**config.mk**
```make
export PLATFORM = sky130hd
export DESIGN_NAME = pwm_capture
export DESIGN_NICKNAME = d
export VERILOG_FILES = /design/src/rtl/pwm_capture.sv
export SDC_FILE = /design/constraint.sdc
export NUM_CORES = 1
export LEC_CHECK = 0
export ABC_AREA = 1
export ABC_CLOCK_PERIOD_IN_PS = 2500
export BUFFER_PORTS_ARGS = -buffer_cell sky130_fd_sc_hd__buf_2
export CAP_MARGIN = 25
export CORE_AREA = 2 2 99 125
export DETAILED_ROUTE_END_ITERATION = 12
export DIE_AREA = 0 0 101 127
export MAX_ROUTING_LAYER = met4
export PLACE_DENSITY_LB_ADDON = 0.1
export SLEW_MARGIN = 5
export SYNTH_ARGS = -nofsm -noshare
export SYNTH_HDL_FRONTEND = slang
export SYNTH_SLANG_ARGS = --single-unit
```
**constraint.sdc**
```tcl
create_clock -name clk -period 2.5 [get_ports clk]
set_input_delay 0.5 -clock clk [delete_from_list [all_inputs] [get_ports clk]]
set_output_delay 0.5 -clock clk [all_outputs]
set_load 0.05 [all_outputs]
```
**src/rtl/pwm_capture.sv**
```systemverilog
// Receive side of the PWM link: turns a pwm_in/dir_in pair back into a signed value
// by counting signed high samples over a free-running window of 2**(PWM_IN_SIZE-1) CE ticks.
module pwm_capture #(
    parameter int PWM_IN_SIZE = 10
) (
    input  logic                   clk,
    input  logic                   async_reset_n,
    input  logic                   CE,
    input  logic                   pwm_in,
    input  logic                   dir_in,
    output logic [PWM_IN_SIZE-1:0] data_out,
    output logic                   data_valid,
    output logic                   active
);
    localparam int W  = PWM_IN_SIZE;
    localparam int WW = PWM_IN_SIZE - 1;

    localparam logic [WW-1:0] WIN_LAST = {WW{1'b1}};
    localparam logic [WW-1:0] WIN_ONE  = {{(WW-1){1'b0}}, 1'b1};

    // Clamp a W+1 bit difference into the signed W-bit output range.
    function automatic logic [W-1:0] saturate(input logic [W:0] diff);
        logic [W-1:0] res;
        if ((diff[W] == 1'b0) && (diff[W-1] == 1'b1)) begin
            res = {1'b0, {(W-1){1'b1}}};
        end else if ((diff[W] == 1'b1) && (diff[W-1] == 1'b0)) begin
            res = {1'b1, {(W-1){1'b0}}};
        end else begin
            res = diff[W-1:0];
        end
        return res;
    endfunction

    logic          pwm_meta_q;
    logic          pwm_sync_q;
    logic          dir_meta_q;
    logic          dir_sync_q;

    logic          p_prev_q;
    logic          p_prev_d;
    logic [WW-1:0] win_q;
    logic [WW-1:0] win_d;
    logic [W-1:0]  pos_q;
    logic [W-1:0]  pos_d;
    logic [W-1:0]  neg_q;
    logic [W-1:0]  neg_d;
    logic          edge_q;
    logic          edge_d;

    logic [W-1:0]  data_out_q;
    logic [W-1:0]  data_out_d;
    logic          active_q;
    logic          active_d;
    logic          valid_q;
    logic          valid_d;

    logic          win_last_s;
    logic          pos_inc_s;
    logic          neg_inc_s;
    logic          rise_s;
    logic [W-1:0]  pos_total_s;
    logic [W-1:0]  neg_total_s;
    logic [W:0]    diff_s;

    // Two-flop synchronizers; level and direction share latency so their alignment survives.
    always_ff @(posedge clk or negedge async_reset_n) begin
        if (!async_reset_n) begin
            pwm_meta_q <= 1'b0;
            pwm_sync_q <= 1'b0;
            dir_meta_q <= 1'b0;
            dir_sync_q <= 1'b0;
        end else begin
            pwm_meta_q <= pwm_in;
            pwm_sync_q <= pwm_meta_q;
            dir_meta_q <= dir_in;
            dir_sync_q <= dir_meta_q;
        end
    end

    // Per-sample decode and window-inclusive totals.
    always_comb begin
        win_last_s  = CE && (win_q == WIN_LAST);
        pos_inc_s   = pwm_sync_q & ~dir_sync_q;
        neg_inc_s   = pwm_sync_q & dir_sync_q;
        rise_s      = pwm_sync_q & ~p_prev_q;
        pos_total_s = pos_q + {{(W-1){1'b0}}, pos_inc_s};
        neg_total_s = neg_q + {{(W-1){1'b0}}, neg_inc_s};
        diff_s      = {1'b0, pos_total_s} - {1'b0, neg_total_s};
    end

    // Next-state for window counter, accumulators, edge flag and outputs.
    always_comb begin
        win_d      = win_q;
        p_prev_d   = p_prev_q;
        pos_d      = pos_q;
        neg_d      = neg_q;
        edge_d     = edge_q;
        data_out_d = data_out_q;
        active_d   = active_q;
        valid_d    = win_last_s;
        if (CE) begin
            win_d    = win_q + WIN_ONE;
            p_prev_d = pwm_sync_q;
            if (win_last_s) begin
                data_out_d = saturate(diff_s);
                active_d   = edge_q | rise_s;
                pos_d      = {W{1'b0}};
                neg_d      = {W{1'b0}};
                edge_d     = 1'b0;
            end else begin
                pos_d  = pos_total_s;
                neg_d  = neg_total_s;
                edge_d = edge_q | rise_s;
            end
        end else begin
            win_d = win_q;
        end
    end

    // Window and accumulator state.
    always_ff @(posedge clk or negedge async_reset_n) begin
        if (!async_reset_n) begin
            win_q    <= {WW{1'b0}};
            p_prev_q <= 1'b0;
            pos_q    <= {W{1'b0}};
            neg_q    <= {W{1'b0}};
            edge_q   <= 1'b0;
        end else begin
            win_q    <= win_d;
            p_prev_q <= p_prev_d;
            pos_q    <= pos_d;
            neg_q    <= neg_d;
            edge_q   <= edge_d;
        end
    end

    // Registered outputs.
    always_ff @(posedge clk or negedge async_reset_n) begin
        if (!async_reset_n) begin
            data_out_q <= {W{1'b0}};
            active_q   <= 1'b0;
            valid_q    <= 1'b0;
        end else begin
            data_out_q <= data_out_d;
            active_q   <= active_d;
            valid_q    <= valid_d;
        end
    end

    assign data_out   = data_out_q;
    assign active     = active_q;
    assign data_valid = valid_q;

endmodule

```
==> results of run 1 <==
power by group through the flow:
stage                     sequential, uW  combinational, uW  clock, uW
after floorplan                     1030               1140          0
after global placement              1040               1800          0
after detailed placement            1040               1800          0
after CTS                           1030               1880        939
after global routing                1060               2310        967
final                               1030               2050        907
layer usage:
layer  vias up  part of all wire
met2        21              0.50
met5         -                 0
met1      1168              0.48
met3         6             0.017
li1       1300                 -
met4         0             0.011
through the flow:
step,area [sq um],hold slack (ps)
final,3990,297
after global routing,3990,297
after detailed placement,3460,339
after global placement,3460,334
after floorplan,2900,204
after CTS,3750,298
logic make-up (layout without fill, tap and decap cells):
| kind of cell | count (synthesis) | after routing | synth area share |
|---|---|---|---|
| flops | 47 | 47 | 0.412 |
| fa+ha+maj | 14 | 14 | 0.0640 |
| compound gates | 43 | 43 | 0.0895 |
| buf+inv | 62 | 136 | 0.0829 |
| simple gates | 179 | 180 | 0.284 |
| xor+xnor | 22 | 22 | 0.0675 |
cell usage in the layout, fill, tap and decap left out, types with 2 or more instances in the layout:
cell type,n
inv_1,46
ha_2,2
nor3_2,2
buf_6,2
nand3_4,2
clkbuf_16,5
a21oi_4,3
nand4_1,3
nand2_4,5
nand2_1,92
buf_2,16
nand2_2,22
bufinv_16,2
nor2_2,3
a21oi_2,7
nor3_4,2
xnor2_1,3
nor2_4,3
o21ai_0,15
ha_4,5
nor2_1,19
a21oi_1,2
o22ai_1,10
dfrtp_1,47
xor2_1,15
o21ai_1,3
nand3_1,19
nand3_2,6
ha_1,6
buf_4,55
xor2_2,4
inv_2,8
how the worst max path moves through the flow:
stage / start / endpoint / depth (start not counted)
after floorplan: pwm_sync_q$_DFF_PN0_ / data_out[3]$_DFFE_PN0P_ / 18
after global placement: pwm_sync_q$_DFF_PN0_ / data_out[3]$_DFFE_PN0P_ / 16
after CTS: pwm_sync_q$_DFF_PN0_ / data_out[4]$_DFFE_PN0P_ / 17
after detailed placement: dir_sync_q$_DFF_PN0_ / data_out[2]$_DFFE_PN0P_ / 17
after global routing: pwm_sync_q$_DFF_PN0_ / data_out[4]$_DFFE_PN0P_ / 19
final: dir_sync_q$_DFF_PN0_ / data_out[4]$_DFFE_PN0P_ / 17
what timing repair did:
item,CTS,global route
pin swaps,17,27
endpoints found under the setup margin,10,10
setup buffers,4,8
gates resized for setup,19,40
hold endpoints to repair,0,0
gates cloned,0,1
state kept, by name, indices dropped and copies added, names as in the netlist:
name        count
dir_sync_q      1
pos_q          10
pwm_meta_q      1
win_q           9
dir_meta_q      1
active          1
data_valid      1
p_prev_q        1
edge_q          1
pwm_sync_q      1
data_out       10
neg_q          10
final cells by class:
type | count | area (sq um) | area share
inverter | 55 | 209 | 0.0524
tap | 138 | 173 | 0.0433
clock inverter | 3 | 71.3 | 0.0179
multi-input combinational | 259 | 1720 | 0.431
sequential | 47 | 1180 | 0.295
clock buffer | 5 | 125 | 0.0314
timing repair buffer | 73 | 515 | 0.129
critical path, stage by stage (launching register included):
cell	delay, ps
dfrtp_1	380
nor2_1	120
ha_2	230
ha_4	180
nand3_4	90
nor2_4	120
nand3_2	110
xor2_2	230
inv_2	70
ha_4	320
nand2_2	80
nor2_2	120
nand2_2	90
nand3_2	90
nand2_2	80
a21oi_4	180
buf_6	140
a21oi_2	50
==> summary.md, run 1 <==
| Metric | Value |
|---|---|
| Post-route DRC | 0 |
| Number of global-route vias before repair | 2,534 |
| Core Box Area | 11,600 sq um |
| R2r startpoint | dir_sync_q$_DFF_PN0_ |
| Die height | 127 microns |
| CTS Buffer Depth | 2 |
| Fin Setup TNS | -2600 ps |
| Reg2Reg Setup Slack | -280 ps |
| Async SR Flop Fraction | 1.00 |
| # H-tree levels | 2 |
| Sw frac | 0.403 |
| Max-Cap Viols | 0 |
| Cell variety after synth | 27 |
| Gpl congestion | 0.776 |
| Port-buffer cells | 16 |
| Gate power share | 0.514 |
| I/O Pins | 17 |
| Final setup viols | 10 |
| WL/cell | 13.0 microns |
| Antenna violations before repair | 0 |
| Dpl hpwl | 5620 microns |
| Total GRT Usage | 0.129 |
| Ant. Diodes | 0 |
| Largest net degree at the start of global routing | 48 |
| Mapped Area | 2850 sq um |
| R2r endpoint | data_out[4]$_DFFE_PN0P_ |
| Area leader, netlist | dfrtp_1 |
| Tmin final | 2780 ps |
| Synth area leaders | dfrtp_1, nand2_1, inv_1 |
| Startpoint types | flop |
| Status | finished with violations |
| Period Utilization, post-route | 1.11 |
| P_leak | 0.00210 uW |
| CTS buffer count | 5 |
| Detailed Route Iter0 Violations | 102 |
| Share of layout cells above drive strength 1 | 0.357 |
| Syn_nets | 386 |
| Count of flip-flops with a built-in enable after synthesis | 0 |
| Crit path kind | flop to flop |
| DR vias | 2,495 |
| Gate Count Post-Synth | 367 |
| Final hold vios | 0 |
| Worst skew pair latency | 290 ps |
| Dpl ws | -422 ps |
| Post-route insts no fill | 580 |
| GRT met1 Usage | 0.160 |
| M2 GR Usage | 0.220 |
| Die area | 12,800 sq um |
| Sequential share of power | 0.259 |
| Final core occ | 0.345 |
| Worst vdd ir | 0.000379 V |
| Flop and latch count out of synthesis | 47 |
| Top FF cell, synth | dfrtp_1 |
| Internal power | 2380 uW |
| Layout Area Growth over Synthesis | 39.7% |
| Synth warn | 0 |
| Failing checks | setup timing |
| First-pass DRT Iterations | 6 |
| Starting Density | 0.247 |
| Die width | 101 microns |
| CP arrival | 2960 ps |
| Switching power | 1610 uW |
| PwrDens | 1000 nW/um^2 |
| Power share of the clock group | 0.227 |
| Routed vias/inst | 4.30 |
| CTS sink cnt | 47 |
| R2R depth | 17 |
| Worst setup EP type | flop |
| Worst Path Required | 2690 ps |
| RSZ-0062 raised after global routing | yes |
| Total grt overflow | 0 |
| Top-count cell post-synth | nand2_1 |
| Final worst slack | -280 ps |
| Nets | 460 |
| Filler cells | 1,267 |
| Worst hold path type | input pin to async pin |
| Post-synthesis area per instance | 7.77 sq um |
| Post-synth top area share | 0.412 |
| Core Rows | 44 |
| Cts hold-fix bufs | 0 |
| Seq/Total Area, Yosys | 0.412 |
| List of most frequent post-synthesis cells | nand2_1, inv_1, dfrtp_1, nand3_1, nor2_1 |
| GRT busiest layer | met2 |
| Root buffer cell | clkbuf_16 |
| F_max | 360 MHz |
| Post-route ant nets | 0 |
| Layout Skew | 4.92 ps |
| Final Slew Violations | 0 |
| Slew margin rel. | 0.577 |
| First-pass GRT wire length | 12,600 microns |
| M3 GR Usage | 0.0181 |
| Largest fanout on the critical path | 4 |
| Drt total wl | 7530 microns |
| Worst Tran Pin Value | 635 ps |
| Worst-path clk slew | 70 ps |
| Total power | 3990 uW |
| Inst Count DP | 559 |
| CTS tree | built |
No activity file was read; power rests on OpenSTA's default activity.
==> inputs of run 2 (changes only) <==
- BUFFER_PORTS_ARGS: -buffer_cell sky130_fd_sc_hd__buf_2 -> -buffer_cell sky130_fd_sc_hd__clkbuf_2
==> run 2 against run 1 <==
- the flow still finishes with violations (setup timing)
- cell count is 0.69% lower
- critical endpoint unchanged
- maximum frequency is 0.93% higher
- critical path depth is 1 higher
- worst hold slack better by 13 ps
- wire length is 1.8% lower
- flip-flop and latch count stayed put
- clock skew is 1.1 ps lower
- clock power is 10% lower
==> summary.md, run 2 (synthesis results as in run 1) <==
| Metric | Value |
|---|---|
| Status | finished with violations |
| Failing checks | setup timing |
| First-pass GRT wire length | 12,600 microns (-0.33%) |
| Root buffer cell | clkbuf_16 |
| Die area | 12,800 sq um (unchanged) |
| Port-buffer cells | 16 (unchanged) |
| Starting Density | 0.247 (unchanged) |
| Core Rows | 44 (unchanged) |
| Largest fanout on the critical path | 6 (+2) |
| Gpl congestion | 0.756 (-2.6%) |
| CTS sink cnt | 47 (unchanged) |
| Tmin final | 2750 ps (-25.6 ps) |
| Antenna violations before repair | 0 (unchanged) |
| P_leak | 0.00203 uW (-3.3%) |
| Worst setup EP type | flop |
| Ant. Diodes | 0 (unchanged) |
| # H-tree levels | 2 (unchanged) |
| WL/cell | 12.8 microns (-1.1%) |
| Total power | 3860 uW (-3.2%) |
| First-pass DRT Iterations | 4 (-2) |
| PwrDens | 990 nW/um^2 (-1.1%) |
| Drt total wl | 7400 microns (-1.8%) |
| RSZ-0062 raised after global routing | yes |
| I/O Pins | 17 (unchanged) |
| Post-route DRC | 0 (unchanged) |
| Worst Tran Pin Value | 645 ps (+10.5 ps) |
| Crit path kind | flop to flop |
| Total GRT Usage | 0.129 (-0.000162) |
| Final Slew Violations | 0 (unchanged) |
| Total grt overflow | 0 (unchanged) |
| Core Box Area | 11,600 sq um (unchanged) |
| F_max | 363 MHz (+0.93%) |
| Detailed Route Iter0 Violations | 65 (-36%) |
| Final worst slack | -254 ps (+25.6 ps) |
| CP arrival | 2920 ps (-40 ps) |
| Die height | 127 microns (unchanged) |
| Dpl hpwl | 5520 microns (-1.7%) |
| Final setup viols | 10 (unchanged) |
| CTS tree | built |
| CTS buffer count | 5 (unchanged) |
| CP max stage delay | 360 ps (-20 ps) |
| Critical-path top delay cell | dfrtp_1 |
| Worst-path clk slew | 70 ps (about the same) |
| Startpoint types | flop |
| Layout Skew | 3.86 ps (-1.06 ps) |
| Hold Slack | 310 ps (+12.5 ps) |
| Number of global-route vias before repair | 2,542 (+0.32%) |
| Worst skew pair latency | 290 ps (about the same) |
| Post-route ant nets | 0 (unchanged) |
| Slew margin rel. | 0.570 (-0.00697) |
| Die width | 101 microns (unchanged) |
| Max-Cap Viols | 0 (unchanged) |
| Final hold vios | 0 (unchanged) |
| Layout Area Growth over Synthesis | 36.7% |
| CTS Buffer Depth | 2 (unchanged) |
| Routed vias/inst | 4.28 (-0.60%) |
| Most common cell after layout, fill and taps aside | nand2_1 |
| CP delay by family, top | simple AND/OR/NAND/NOR gates |
| WP buf/inv | 3 (+1) |
| Period Utilization, post-route | 1.10 (-0.0102) |
| Share of layout cells above drive strength 1 | 0.336 (-0.0218) |
| Most frequent cells in the layout | nand2_1, buf_4, inv_1, dfrtp_1, nand2_2 |
| Nets | 456 (-0.87%) |
| Worst hold path type | input pin to async pin |
| Worst Path Required | 2670 ps (-20 ps) |
| Worst vdd ir | 0.000407 V (+7.4%) |
| DR vias | 2,463 (-1.3%) |
| Filler cells | 1,252 (-1.2%) |
| Largest net degree at the start of global routing | 48 (unchanged) |
| CP Cell Sequence | inv_1 > nor2_1 > ha_2 > ha_4 > nand3_4 > nor2_4 > nand3_2 > xor2_2 > inv_2 > ha_4 > inv_2 > o21ai_4 > a21oi_4 > nand2_1 > nand2_1 > nand2_2 > a21oi_4 > a21oi_2 |
| Cts hold-fix bufs | 0 (unchanged) |
run 2: cell count changes in the layout (fill, tap and decap cells not counted), moves of 2 or more:
cell      delta
nand3_1      +3
buf_4        -2
nand2_2      +2
nand3_2      -3
clkbuf_2    +16
buf_2       -16
inv_1        +2
buf_6        -2
nand2_4      -3
run 2: final cells by class:
cell class	count	area (sq um)	area share
Multi-Input combinational cell	259	1690	0.433
Clock buffer	6	139	0.0356
Sequential cell	47	1180	0.302
Tap cell	138	173	0.0443
Timing Repair Buffer	69	478	0.123
Inverter	55	206	0.0529
Clock inverter	2	38.8	0.00995
run 2: routing by layer:
| layer | up-vias | routed length [microns] | track usage |
|---|---|---|---|
| li1 | 1294 | - | - |
| met3 | 6 | 114 | 0.0181 |
| met1 | 1145 | 3500 | 0.161 |
| met2 | 18 | 3680 | 0.216 |
| met4 | 0 | 110 | 0.0382 |
| met5 | - | 0 | - |
run 2: worst paths after layout:
check | from | to | slack (ps) | cells past startpoint
hold reg to reg | pwm_meta_q$_DFF_PN0_ | pwm_sync_q$_DFF_PN0_ | 350 | 0
hold / removal | async_reset_n | data_valid$_DFF_PN0_ | 310 | 2
setup reg to reg | pwm_sync_q$_DFF_PN0_ | data_out[4]$_DFFE_PN0P_ | -250 | 18
setup / recovery | pwm_sync_q$_DFF_PN0_ | data_out[4]$_DFFE_PN0P_ | -250 | 18
max in group asynchronous | async_reset_n | pos_q[5]$_DFFE_PN0P_ | 1750 | 2
min in group clk | dir_in | dir_meta_q$_DFF_PN0_ | 310 | 1
run 2: through the flow:
| stage | std cells | cell area [sq um] | TNS (ps) | worst slack (ps) | util |
|---|---|---|---|---|---|
| floorplan | 367 | 2900 | 0 | 1.92 | - |
| CTS | 570 | 3740 | -1880 | -247 | 0.324 |
| global placement | 558 | 3450 | -3220 | -372 | 0.299 |
| finish | 576 | 3900 | -2300 | -254 | 0.337 |
| global route | 576 | 3900 | -4360 | -472 | 0.337 |
| detailed placement | 558 | 3450 | -3660 | -422 | 0.299 |
run 2: what timing repair did:
action                     CTS  global route
gates resized for setup     20            25
cloned                       0             1
pin swaps                    4            19
setup buffers                4             5
setup endpoints to repair   10            10
run 2: worst reg2reg max path, stage by stage, from the launching register on:
cell and delay [ps]:
dfrtp_1 360, inv_1 40, nor2_1 110, ha_2 220, ha_4 170, nand3_4 90
nor2_4 130, nand3_2 100, xor2_2 200, inv_2 70, ha_4 240, inv_2 80
o21ai_4 60, a21oi_4 130, nand2_1 80, nand2_1 80, nand2_2 80, a21oi_4 290
a21oi_2 90
run 2: power by group:
part	switching (uW)	leakage (uW)	internal, uW
Combinational	1120	0.00134	890
Sequential	123	0.000609	910
Clock	313	0.0000875	504
Total	1560	0.00203	2300
==> inputs of run 3 (changes only) <==
- CORE_AREA: 2 2 99 125 -> 2 2 91 115
- DIE_AREA: 0 0 101 127 -> 0 0 93 117
- MAX_ROUTING_LAYER: met4 -> not set
==> run 3 against run 2 <==
- utilization increased by 4.8 points
- worst setup slack gained 63 ps
- cell count decreased by 2.4%
- sequential share of layout area rose by 0.87 points
- largest cell class unchanged
- largest power group unchanged
- global-route usage grew 1.1 points
- register-to-register slack better by 60 ps
- the flow still finishes with violations (setup timing)
==> summary.md, run 3 (synthesis results as in run 1) <==
| Metric | Value |
|---|---|
| Core Rows | 41 (-6.8%) |
| Detailed Route Iter0 Violations | 82 (+26%) |
| Worst setup EP type | flop |
| Period Utilization, post-route | 1.08 (-0.0250) |
| Slew margin rel. | 0.581 (+0.0110) |
| Gpl congestion | 0.791 (+4.7%) |
| Die width | 93 microns (-7.9%) |
| Share of layout cells above drive strength 1 | 0.316 (-0.0192) |
| Crit path kind | flop to flop |
| Post-route DRC | 0 (unchanged) |
| Worst vdd ir | 0.000389 V (-4.5%) |
| Filler cells | 1,056 (-16%) |
| Total grt overflow | 0 (unchanged) |
| Drt total wl | 6930 microns (-6.4%) |
| Worst hold path type | input pin to async pin |
| Routed vias/inst | 4.38 (+2.5%) |
| Worst Tran Pin Value | 629 ps (-16.4 ps) |
| Reg2Reg Setup Slack | -190 ps (+60 ps) |
| # H-tree levels | 2 (unchanged) |
| Die area | 10,900 sq um (-15%) |
| CTS Buffer Depth | 2 (unchanged) |
| Fin Setup TNS | -1550 ps (+747 ps) |
| Worst-path clk slew | 70 ps (about the same) |
| Port-buffer cells | 16 (unchanged) |
| Number of global-route vias before repair | 2,508 (-1.3%) |
| CP Cell Sequence | inv_1 > nor2_1 > ha_2 > ha_4 > nand3_4 > nor2_4 > nand3_2 > xor2_2 > inv_2 > ha_4 > nand2_4 > inv_4 > a21oi_4 > nand2_2 > nand2_2 > nand2_4 > a21oi_4 > a21oi_1 |
| Ant. Diodes | 0 (unchanged) |
| Area of the multi-input gates | 1660 sq um (-1.6%) |
| Layout Area Growth over Synthesis | 32.9% |
| Die height | 117 microns (-7.9%) |
| Met3 Routed Length | 125 microns (+9.6%) |
| Antenna violations before repair | 0 (unchanged) |
| Dpl ws | -363 ps (+58.5 ps) |
| Startpoint types | flop |
| CTS tree | built |
| RSZ-0062 raised after global routing | yes |
| Failing checks | setup timing |
| Post-route ant nets | 0 (unchanged) |
| CP delay by family, top | simple AND/OR/NAND/NOR gates |
| Storage cell area | 1180 sq um (unchanged) |
| Max-Cap Viols | 0 (unchanged) |
| Most frequent cells in the layout | nand2_1, buf_4, dfrtp_1, inv_1, nand3_1 |
| Worst Path Required | 2670 ps (about the same) |
| I/O Pins | 17 (unchanged) |
| Final setup viols | 10 (unchanged) |
| F_max | 372 MHz (+2.3%) |
| Top layer reached by signal wires | met4 |
| Critical-path top delay cell | dfrtp_1 |
| CTS buffer count | 5 (unchanged) |
| Dpl hpwl | 5260 microns (-4.8%) |
| DP Area | 3400 sq um (-1.4%) |
| Total GRT Usage | 0.140 (+0.0110) |
| CP arrival | 2860 ps (-60 ps) |
| Final worst slack | -191 ps (+62.6 ps) |
| Post-route insts no fill | 562 (-2.4%) |
| R2r startpoint | pwm_sync_q$_DFF_PN0_ |
| Cts hold-fix bufs | 0 (unchanged) |
| R2R depth | 18 (unchanged) |
| DR vias | 2,463 (unchanged) |
| Worst skew pair latency | 290 ps (about the same) |
| Nets | 451 (-1.1%) |
| Inst Count DP | 544 (-2.5%) |
| Core Box Area | 9850 sq um (-15%) |
| Tmin final | 2690 ps (-62.6 ps) |
| CTS sink cnt | 47 (unchanged) |
| First-pass DRT Iterations | 4 (unchanged) |
| Largest fanout on the critical path | 6 (unchanged) |
| DRT met1 WL | 3110 microns (-11%) |
| First-pass GRT wire length | 11,800 microns (-6.2%) |
| WP buf/inv | 3 (unchanged) |
| PwrDens | 953 nW/um^2 (-3.7%) |
| Largest net degree at the start of global routing | 48 (unchanged) |
| R2r endpoint | data_out[4]$_DFFE_PN0P_ |
| Total power | 3610 uW (-6.4%) |
| CP max stage delay | 370 ps (about the same) |
| Finished Cell Area | 3790 sq um (-2.8%) |
| Most common cell after layout, fill and taps aside | nand2_1 |
| Final hold vios | 0 (unchanged) |
| WL/cell | 12.3 microns (-4.1%) |
| Final Slew Violations | 0 (unchanged) |
| P_leak | 0.00201 uW (-1.3%) |
| Met2 wire len | 3620 microns (-1.5%) |
| Status | finished with violations |
| Root buffer cell | clkbuf_16 |
| Layout Skew | 4.23 ps (+0.373 ps) |
| Starting Density | 0.290 (+0.0429) |
-- run 3: cell types whose count changed in the layout (fill, tap and decap cells not counted), moves of 2 or more --
cell and change:
inv_1 -2, ha_1 +2, o21ai_0 +2, nand2_4 +4, a21oi_2 -3, nand3_2 +2
buf_4 -5, a21oi_1 +4, nand2_1 +2, o21ai_1 -2, nand2_2 -6
-- run 3: area by class of cell --
class,count,area share
multi-input combinational,259,0.439
sequential,47,0.310
timing repair buffer,64,0.116
inverter,55,0.0551
tap,129,0.0426
clock buffer,6,0.0340
clock inverter,2,0.00330
-- run 3: stage by stage --
| stage | hold WS [ps] | utilization |
|---|---|---|
| global route | 303 | 0.385 |
| global placement | 333 | 0.346 |
| floorplan | 204 | - |
| CTS | 304 | 0.375 |
| detailed placement | 340 | 0.346 |
| finish | 301 | 0.385 |
-- run 3: power breakdown --
part / internal, uW / switching [uW] / leakage (uW)
registers: 910 / 127 / 0.000609
clock network: 370 / 297 / 0.0000669
logic: 841 / 1070 / 0.00133
total: 2120 / 1490 / 0.00201
-- run 3: worst max-delay path by stage --
stage                    startpoint                       to  slack [ps]  cells past startpoint
6_report       pwm_sync_q$_DFF_PN0_  data_out[4]$_DFFE_PN0P_        -190                     18
5_1_grt        pwm_sync_q$_DFF_PN0_  data_out[4]$_DFFE_PN0P_        -430                     18
4_1_cts        pwm_sync_q$_DFF_PN0_  data_out[4]$_DFFE_PN0P_        -200                     19
3_5_place_dp   pwm_sync_q$_DFF_PN0_  data_out[4]$_DFFE_PN0P_        -360                     18
3_3_place_gp   pwm_sync_q$_DFF_PN0_  data_out[2]$_DFFE_PN0P_        -330                     18
2_1_floorplan  pwm_sync_q$_DFF_PN0_  data_out[3]$_DFFE_PN0P_           2                     18
-- run 3: layer usage --
| layer | vias to the layer above | global-route usage |
|---|---|---|
| met5 | - | 0 |
| met3 | 4 | 0.0211 |
| met2 | 17 | 0.267 |
| li1 | 1283 | - |
| met1 | 1159 | 0.161 |
| met4 | 0 | 0.0412 |
-- run 3: repair_timing --
action / CTS / global route
pin swaps: 12 / 8
setup buffers: 6 / 3
gates resized for setup: 24 / 18
cloned: 1 / 0
endpoints found under the setup margin: 10 / 10
